===== config.mk =====
export PLATFORM = sky130hd
export DESIGN_NAME = dot_product_sequencer_flat
export DESIGN_NICKNAME = d
export VERILOG_FILES = /design/src/rtl/dot_product_sequencer_if.sv /design/src/rtl/dot_product_sequencer.sv /design/src/flat_wrapper.sv
export SDC_FILE = /design/constraint.sdc
export NUM_CORES = 1
export LEC_CHECK = 0
export ABC_CLOCK_PERIOD_IN_PS = 2650
export CORE_MARGIN = 2
export CORE_UTILIZATION = 40
export CTS_CLUSTER_DIAMETER = 150
export DETAILED_ROUTE_END_ITERATION = 8
export DONT_BUFFER_PORTS = 1
export GPL_ROUTABILITY_DRIVEN = 1
export SETUP_SLACK_MARGIN = 0.02
export SYNTH_ARGS = -nofsm -noshare
export SYNTH_HDL_FRONTEND = slang
export SYNTH_SLANG_ARGS = --single-unit

===== constraint.sdc =====
create_clock -name clk -period 2.65 [get_ports clk]
set_input_delay 0.265 -clock clk [delete_from_list [all_inputs] [get_ports clk]]
set_output_delay 0.265 -clock clk [all_outputs]
set_load 0.01 [all_outputs]

===== src/rtl/dot_product_sequencer_if.sv =====
// Bundle between the dot-product sequencer and its surroundings.
// master = sequencer side: request in, memory and ALU buses out.
interface dot_product_sequencer_if #(
    parameter int AW = 8
);
    logic          start;
    logic [15:0]   len;
    logic [AW-1:0] a_base;
    logic [AW-1:0] b_base;
    logic [AW-1:0] b_stride;
    logic          busy;
    logic          done;
    logic [15:0]   result;
    logic          mem_rd;
    logic [AW-1:0] mem_addr;
    logic [15:0]   mem_data;
    logic [15:0]   A_bus;
    logic [15:0]   B_bus;
    logic [2:0]    ALU_OP;
    logic [15:0]   C_bus;
    logic          FLAG_Z;

    modport master (
        input  start, len, a_base, b_base, b_stride,
        input  mem_data, C_bus, FLAG_Z,
        output busy, done, result,
        output mem_rd, mem_addr, A_bus, B_bus, ALU_OP
    );

    modport slave (
        output start, len, a_base, b_base, b_stride,
        output mem_data, C_bus, FLAG_Z,
        input  busy, done, result,
        input  mem_rd, mem_addr, A_bus, B_bus, ALU_OP
    );
endinterface


===== src/rtl/dot_product_sequencer.sv =====
// Dot-product control: walks two vectors in data RAM, all math on shared ALU.
// Ports: clk, rst (async high), bus (master): request/busy/done/result,
//        mem_rd/mem_addr/mem_data, A_bus/B_bus/ALU_OP/C_bus/FLAG_Z.
module dot_product_sequencer #(
    parameter int AW = 8
) (
    input logic                    clk,
    input logic                    rst,
    dot_product_sequencer_if.master bus
);
    localparam logic [2:0] OP_ADD = 3'd0;
    localparam logic [2:0] OP_SUB = 3'd1;
    localparam logic [2:0] OP_ZER = 3'd3;
    localparam logic [2:0] OP_MUL = 3'd4;

    typedef enum logic [2:0] {
        IDLE, INIT, CHK, RDA, RDB, MUL, ACC, DONE
    } state_t;

    state_t        state;
    state_t        state_nx;
    logic [15:0]   ac;
    logic [15:0]   cnt;
    logic [15:0]   t;
    logic [AW-1:0] pa;
    logic [AW-1:0] pb;
    logic [AW-1:0] bs;
    logic [15:0]   res_q;
    logic [AW-1:0] addr_q;

    always_ff @(posedge clk or posedge rst) begin
        if (rst) state <= IDLE;
        else     state <= state_nx;
    end

    always_comb begin
        state_nx = state;
        unique case (state)
            IDLE: if (bus.start) state_nx = INIT;
            INIT: state_nx = CHK;
            CHK:  state_nx = bus.FLAG_Z ? DONE : RDA;
            RDA:  state_nx = RDB;
            RDB:  state_nx = MUL;
            MUL:  state_nx = ACC;
            ACC:  state_nx = CHK;
            DONE: state_nx = IDLE;
        endcase
    end

    // mem_addr keeps its last value outside the two read states
    always_comb begin
        bus.ALU_OP   = OP_ZER;
        bus.A_bus    = '0;
        bus.B_bus    = '0;
        bus.mem_rd   = 1'b0;
        bus.mem_addr = addr_q;
        bus.busy     = (state != IDLE);
        bus.done     = 1'b0;
        bus.result   = res_q;
        unique case (state)
            CHK: begin
                bus.ALU_OP = OP_SUB;
                bus.A_bus  = cnt;
                bus.B_bus  = 16'd1;
            end
            RDA: begin
                bus.mem_rd   = 1'b1;
                bus.mem_addr = pa;
            end
            RDB: begin
                bus.mem_rd   = 1'b1;
                bus.mem_addr = pb;
            end
            MUL: begin
                bus.ALU_OP = OP_MUL;
                bus.A_bus  = t;
                bus.B_bus  = bus.mem_data;
            end
            ACC: begin
                bus.ALU_OP = OP_ADD;
                bus.A_bus  = ac;
                bus.B_bus  = t;
            end
            DONE: begin
                bus.done   = 1'b1;
                bus.result = ac;
            end
            default: ;
        endcase
    end

    always_ff @(posedge clk or posedge rst) begin
        if (rst) begin
            ac     <= '0;
            cnt    <= '0;
            t      <= '0;
            pa     <= '0;
            pb     <= '0;
            bs     <= '0;
            res_q  <= '0;
            addr_q <= '0;
        end else begin
            addr_q <= bus.mem_addr;
            unique case (state)
                IDLE: if (bus.start) begin
                    cnt <= bus.len;
                    pa  <= bus.a_base;
                    pb  <= bus.b_base;
                    bs  <= bus.b_stride;
                end
                INIT: ac <= bus.C_bus;
                CHK:  if (!bus.FLAG_Z) cnt <= bus.C_bus;
                RDB:  t <= bus.mem_data;
                MUL:  t <= bus.C_bus;
                ACC: begin
                    ac <= bus.C_bus;
                    pa <= pa + AW'(1);
                    pb <= pb + bs;
                end
                DONE: res_q <= ac;
                default: ;
            endcase
        end
    end
endmodule


===== src/flat_wrapper.sv =====
// flat-port wrapper written by rule: the top's interface ports become plain ports
module dot_product_sequencer_flat 
#(
    parameter int AW = 8
)
  (clk, rst, bus_start, bus_len, bus_a_base, bus_b_base, bus_b_stride, bus_mem_data, bus_C_bus, bus_FLAG_Z, bus_busy, bus_done, bus_result, bus_mem_rd, bus_mem_addr, bus_A_bus, bus_B_bus, bus_ALU_OP);
  dot_product_sequencer_if #(.AW(AW)) bus_i ();
  input logic clk;
  input logic rst;
  input wire logic [$bits(bus_i.start)-1:0] bus_start;
  input wire logic [$bits(bus_i.len)-1:0] bus_len;
  input wire logic [$bits(bus_i.a_base)-1:0] bus_a_base;
  input wire logic [$bits(bus_i.b_base)-1:0] bus_b_base;
  input wire logic [$bits(bus_i.b_stride)-1:0] bus_b_stride;
  input wire logic [$bits(bus_i.mem_data)-1:0] bus_mem_data;
  input wire logic [$bits(bus_i.C_bus)-1:0] bus_C_bus;
  input wire logic [$bits(bus_i.FLAG_Z)-1:0] bus_FLAG_Z;
  output wire logic [$bits(bus_i.busy)-1:0] bus_busy;
  output wire logic [$bits(bus_i.done)-1:0] bus_done;
  output wire logic [$bits(bus_i.result)-1:0] bus_result;
  output wire logic [$bits(bus_i.mem_rd)-1:0] bus_mem_rd;
  output wire logic [$bits(bus_i.mem_addr)-1:0] bus_mem_addr;
  output wire logic [$bits(bus_i.A_bus)-1:0] bus_A_bus;
  output wire logic [$bits(bus_i.B_bus)-1:0] bus_B_bus;
  output wire logic [$bits(bus_i.ALU_OP)-1:0] bus_ALU_OP;
  assign bus_i.start = bus_start;
  assign bus_i.len = bus_len;
  assign bus_i.a_base = bus_a_base;
  assign bus_i.b_base = bus_b_base;
  assign bus_i.b_stride = bus_b_stride;
  assign bus_i.mem_data = bus_mem_data;
  assign bus_i.C_bus = bus_C_bus;
  assign bus_i.FLAG_Z = bus_FLAG_Z;
  assign bus_busy = bus_i.busy;
  assign bus_done = bus_i.done;
  assign bus_result = bus_i.result;
  assign bus_mem_rd = bus_i.mem_rd;
  assign bus_mem_addr = bus_i.mem_addr;
  assign bus_A_bus = bus_i.A_bus;
  assign bus_B_bus = bus_i.B_bus;
  assign bus_ALU_OP = bus_i.ALU_OP;
  dot_product_sequencer #(.AW(AW)) u_core (.clk(clk), .rst(rst), .bus(bus_i));
endmodule

==> reports/summary.txt, run 1 <==
run status - completed
endpoints failing hold - 0
Hold Path Class - input port to flop
syn nets - 611
layout overhead on the synthesized area - 9.39%
synth unique cells - 50
post-CTS setup repair buffer count - 0
worst-path maximum fanout - 33
final setup violation count - 0
Slew Viols, Final - 0
Die Ht - 120 um
Tcrit/Tclk final - 0.903
HP Start - bus_b_stride[5]
Synth top area share - 0.462
worst slew pin tran - 0.647 ns
Final nets - 605
Design Power - 8.11 mW
Slew Limit Headroom - 0.568
Critical Path AT - 2.13 ns
Place WS - 0.507 ns
Min Clock Period, post-route - 2.39 ns
Synth Warn # - 0
Root Buffer Master - clkbuf_16
worst skew pair latency - 0.35 ns
global-route wire length before repair - 22,300 um
Async SR Flop Fraction - 1.00
CP endpoint - bus_A_bus[12]
Die W - 120 um
DRC - 0
n_diodes - 0
Clock transition at path regs - 0.07 ns
grt ovf - 0
Main synth FF type - dfrtp_1
Final Instance Area - 5860 um2
Max rail drop VDD - 0.000515 V
LEAKAGE - 2.53 nW
vias in the first global route - 4,084
#FFs+latches synth - 99
Setup CP Type - flop to output pin
Starting Density - 0.408
vias post-DR - 3,925
routed vias/inst - 5.63
Clock Sinks - 99
layout cells sized above 1 - 0.177
max-cap violations - 0
Reg-to-Reg Start - u_core.state[0]
RSZ-0062 raised after global routing - false
number of synthesized flops with an enable pin - 0
total CTS buffers - 9
Total Wirelength - 14,100 um
CP startpoint kind - flop
Pwr per Cell Area - 1380 nW/um2
CP endpoint kind - output pin
CTS tree - built
reg-to-reg setup timing slack - 0.51 ns
antenna viol nets, final - 0
IO Count - 138
required time worst endpoint - 2.38 ns
antenna violations before repair - 0
Placed Area - 5530 um2
CORE AREA - 13,100 um2
top cell type by total area after synthesis - dfrtp_1
detailed-placement wirelength estimate - 10,100 um
fin worst setup slack - 0.258 ns
Placer Congestion - 0.817
synthesized area per cell - 10.3 um2
sequential fraction of the synthesis area - 0.462
H-tree depth - 3
setup TNS - 0 ns
# port buffers - 0
num rows - 42
fmax - 418 MHz
clk_skew - 0.00948 ns
Wirelength per Cell - 20.2 um
largest cells by area after synthesis - dfrtp_1 (46%), mux2i_1 (8.4%), mux2_2 (7.1%)
first drt pass iteration count - 4
First DRT Iteration DRCs - 198
R2R Path End - u_core.pa[6]
gr usage total - 0.204
Core Util, Final - 0.446
Synth Instances - 522
die area - 14,300 um2
largest net degree at the start of global routing - 53
worst r2r path cells - 8
Critical Path Start - u_core.state[0]
mapped cell area - 5360 um2
CTS max path bufs - 2
routing by layer:
metal | GRT usage | up-vias | part of all wire
li1 | - | 1851 | -
met1 | 0.238 | 1912 | 0.41
met2 | 0.341 | 143 | 0.48
met3 | 0.0822 | 19 | 0.089
met4 | 0.0654 | 0 | 0.019
met5 | 0 | - | 0
repair_timing:
| item | 4_1_cts | 5_1_grt |
|---|---|---|
| hold endpoints to repair | 25 | 0 |
| hold buffers | 1 | 0 |
| endpoints found under the setup margin | 0 | 9 |
| gates resized for setup | 0 | 2 |
cells in the final DEF (no fill, tap or decap), types with 2 or more instances in the layout:
master,n
clkbuf_1,2
a211oi_1,13
o21ai_0,48
o22ai_1,4
a21oi_1,15
a311oi_1,4
a221o_1,2
o31a_1,2
and3_1,7
ha_1,11
clkinvlp_4,3
dfrtp_1,99
a21oi_2,14
nor2_1,31
nand2_1,74
buf_12,2
nor3_1,2
mux2i_1,45
inv_1,8
bufinv_16,2
buf_4,17
a22oi_1,16
clkbuf_16,9
o21ai_1,3
mux2_2,34
a22o_1,15
nor2b_1,10
flip-flops by register name, summed over array words and instances (netlist names):
register,cells
u_core.ac,16
u_core.addr_q,8
u_core.bs,8
u_core.cnt,16
u_core.pa,8
u_core.pb,8
u_core.res_q,16
u_core.state,3
u_core.t,16
synth_stat cells (13+ instances only):
library cell and number:
mux2i_1 45, a211oi_1 13, a22oi_1 16, o21ai_0 48
mux2_2 34, nand2_1 74, buf_2 18, dfrtp_1 99
a21oi_1 15, nor2_1 31, a21oi_2 14, a22o_1 15
through the flow:
| step | instances | hold slack, ns |
|---|---|---|
| after floorplan | 522 | 0.370 |
| after global placement | 680 | 0.249 |
| final | 697 | 0.0176 |
| after detailed placement | 680 | 0.255 |
| after global routing | 697 | 0.0108 |
| after CTS | 697 | 0.00179 |
cell type report:
| type | instances | area [um2] |
|---|---|---|
| Sequential cell | 99 | 2480 |
| Tap cell | 176 | 220 |
| Clock inverter | 5 | 86.3 |
| Timing Repair Buffer | 21 | 189 |
| Inverter | 10 | 41.3 |
| Clock buffer | 11 | 233 |
| Multi-Input combinational cell | 375 | 2620 |
| Fill cell | 1284 | 7280 |
how the worst min path moves through the flow:
| stage | to | cells past startpoint | slack (ns) |
|---|---|---|---|
| finish | u_core.bs[5] | 2 | 0.02 |
| global route | u_core.t[3] | 2 | 0.01 |
| CTS | u_core.bs[5] | 2 | 0.002 |
| detailed placement | u_core.bs[5] | 1 | 0.25 |
| global placement | u_core.bs[4] | 1 | 0.25 |
| floorplan | u_core.bs[0] | 2 | 0.37 |
worst max-delay path, cell delays in order, from the launching register on:
cell and delay [ns]:
dfrtp_1 0.42, inv_1 0.11, ha_1 0.22, buf_4 0.18
nor2b_4 0.20, buf_6 0.33, nand2_1 0.10, o21ai_0 0.21
power breakdown:
group          internal, mW  switching [mW]
logic                  1.58            2.24
clock network         0.836           0.603
registers              2.29           0.567
total                  4.71            3.41
logic make-up after synthesis:
| logic type | count (synthesis) | share of synthesized area |
|---|---|---|
| compound gates | 147 | 0.188 |
| xor+xnor | 2 | 0.00327 |
| fa+ha+maj | 13 | 0.0318 |
| buf+inv | 48 | 0.0518 |
| flops | 99 | 0.462 |
| mux | 79 | 0.155 |
| simple gates | 134 | 0.107 |
(Power assumes the default switching activity.)
==> inputs of run 2 (changes only) <==
- ABC_CLOCK_PERIOD_IN_PS: 2650 -> 2300
- CTS_BUF_LIST: not set -> sky130_fd_sc_hd__clkbuf_16
- clock period: 2.65 -> 2.3 ns (I/O delays scaled with it)
==> reports/summary.txt, run 2 (synthesis results as in run 1) <==
run status - completed (unchanged)
# port buffers - 0 (unchanged)
endpoints failing hold - 0 (unchanged)
Clk pwr share - 0.163 (was 0.177)
CTS tree - built (unchanged)
required time worst endpoint - 2.07 ns (was 2.38 ns)
die area - 14,300 um2 (unchanged)
DRC - 0 (unchanged)
CORE AREA - 13,100 um2 (unchanged)
vias in the first global route - 4,137 (was 4,084)
LEAKAGE - 2.66 nW (was 2.53 nW)
RSZ-0062 raised after global routing - false (unchanged)
Comb power frac - 0.485 (was 0.470)
Root Buffer Master - clkbuf_16 (unchanged)
Hold Path Class - input port to flop (unchanged)
grt ovf - 0 (unchanged)
num rows - 42 (unchanged)
Psw - 3.94 mW (was 3.41 mW)
final setup violation count - 0 (unchanged)
Layout Cells excl Fill - 725 (was 697)
fin worst setup slack - 0.157 ns (was 0.258 ns)
max-cap violations - 0 (unchanged)
Seq pwr share - 0.351 (was 0.352)
worst-path maximum fanout - 16 (was 33)
Die W - 120 um (unchanged)
placed cells - 684 (was 680)
Max rail drop VDD - 0.000674 V (was 0.000515 V)
Pwr per Cell Area - 1530 nW/um2 (was 1380 nW/um2)
setup TNS - 0 ns (unchanged)
routed vias/inst - 5.61 (was 5.63)
first drt pass iteration count - 4 (unchanged)
antenna viol nets, final - 0 (unchanged)
most frequent cells in the layout - dfrtp_1 (99), nand2_1 (74), o21ai_0 (48) (unchanged)
n_diodes - 0 (unchanged)
commonest non-fill, non-tap cell in the layout - dfrtp_1 (unchanged)
Critical Path AT - 1.91 ns (was 2.13 ns)
total CTS buffers - 9 (unchanged)
IO Count - 138 (unchanged)
Fill cells - 1,261 (was 1,284)
Placer Congestion - 0.827 (was 0.817)
Clock transition at path regs - 0.07 ns (about the same)
Min Clock Period, post-route - 2.14 ns
Die Ht - 120 um (unchanged)
Starting Density - 0.408 (unchanged)
area of the multi-input gates - 2620 um2 (about the same)
layout cells sized above 1 - 0.177 (about the same)
Final nets - 633 (was 605)
H-tree depth - 3 (unchanged)
Setup CP Type - flop to output pin (unchanged)
First DRT Iteration DRCs - 160 (was 198)
global-route wire length before repair - 22,400 um (was 22,300 um)
CTS max path bufs - 2 (unchanged)
CP startpoint kind - flop (unchanged)
antenna violations before repair - 0 (unchanged)
clk_skew - 0.00858 ns (was 0.00948 ns)
CP endpoint kind - output pin (unchanged)
layout overhead on the synthesized area - 14.1% (was 9.39%)
detailed-placement wirelength estimate - 9870 um (was 10,100 um)
fmax - 467 MHz
Wirelength per Cell - 19.6 um (was 20.2 um)
Int Power - 5.40 mW (was 4.71 mW)
worst slew pin tran - 0.548 ns (was 0.647 ns)
worst skew pair latency - 0.35 ns (about the same)
Clock Sinks - 99 (unchanged)
Reg area - 2480 um2 (unchanged)
largest net degree at the start of global routing - 100 (was 53)
Sw Ratio - 0.422 (was 0.420)
gr usage total - 0.202 (was 0.204)
vias post-DR - 4,067 (was 3,925)
Total Wirelength - 14,200 um (was 14,100 um)
Slew Limit Headroom - 0.635 (was 0.568)
Place WS - 0.275 ns (was 0.507 ns)
Tcrit/Tclk final - 0.932
Slew Viols, Final - 0 (unchanged)
## run 2: cell count changes in the layout (fill, tap and decap cells not counted), moves of 2 or more
cell | before | now
clkinvlp_4 | 3 | 1
buf_4 | 17 | 22
dlygate4sd3_1 | 1 | 24
inv_6 | 0 | 2
clkbuf_1 | 2 | 0
inv_1 | 8 | 10
## run 2: stage by stage
stage / utilization / hold slack [ns] / power (mW) / cell area [um2]
2_1_floorplan: - / 0.335 / 6.74 / 5360
3_3_place_gp: 0.424 / 0.306 / 7.65 / 5570
3_5_place_dp: 0.424 / 0.308 / 7.81 / 5570
4_1_cts: 0.465 / 0.00491 / 9.41 / 6110
5_1_grt: 0.466 / 0.00141 / 10.1 / 6120
6_report: 0.466 / 0.0114 / 9.33 / 6120
## run 2: cell type report
| cell class | count | share of cell area |
|---|---|---|
| flip-flops and latches | 99 | 0.405 |
| inverters | 10 | 0.00675 |
| well taps | 176 | 0.0360 |
| clock buffers | 9 | 0.0368 |
| repair buffers | 49 | 0.0761 |
| clock inverters | 7 | 0.0110 |
| multi-input cells | 375 | 0.428 |
## run 2: worst paths after layout
check / from / cells after the start / to / slack, ns
max: u_core.state[0] / 5 / bus_B_bus[1] / 0.16
max reg2reg: u_core.pb[0] / 8 / u_core.pb[6] / 0.26
min in group asynchronous: rst / 3 / u_core.t[11] / 0.51
min reg2reg: u_core.bs[3] / 2 / u_core.bs[3] / 0.49
max in group asynchronous: rst / 3 / u_core.res_q[3] / 1.38
min: bus_b_stride[1] / 2 / u_core.bs[1] / 0.01
## run 2: layer usage
layer,GRT usage,share of wire,vias to the layer above
met5,0,0,-
met4,0.0551,0.015,0
met3,0.0832,0.093,15
met2,0.330,0.47,162
met1,0.248,0.42,1978
li1,-,-,1912
## run 2: power by group through the flow
stage | combinational [mW] | clock (mW) | sequential, mW
floorplan | 3.68 | 0 | 3.06
global placement | 4.38 | 0 | 3.27
detailed placement | 4.51 | 0 | 3.31
CTS | 4.57 | 1.56 | 3.28
global route | 5.04 | 1.63 | 3.40
finish | 4.53 | 1.53 | 3.28
## run 2: what timing repair did
| action | CTS | global route |
|---|---|---|
| endpoints found under the setup margin | 25 | 8 |
| hold buffers | 24 | 0 |
| setup buffers | 1 | 0 |
| resized for setup | 1 | 2 |
| hold endpoints to repair | 122 | 0 |
## run 2: worst max-delay path, cell delays in order, from the launching register on
cell and delay (ns):
dfrtp_1 0.41, inv_1 0.11, ha_1 0.23, and2_1 0.24, buf_4 0.31, a22o_1 0.25
==> inputs of run 3 (changes only) <==
- CAP_MARGIN: not set -> 5
==> results of run 3 <==
No change in the layout: final DEF, timing and power equal those of run 2.
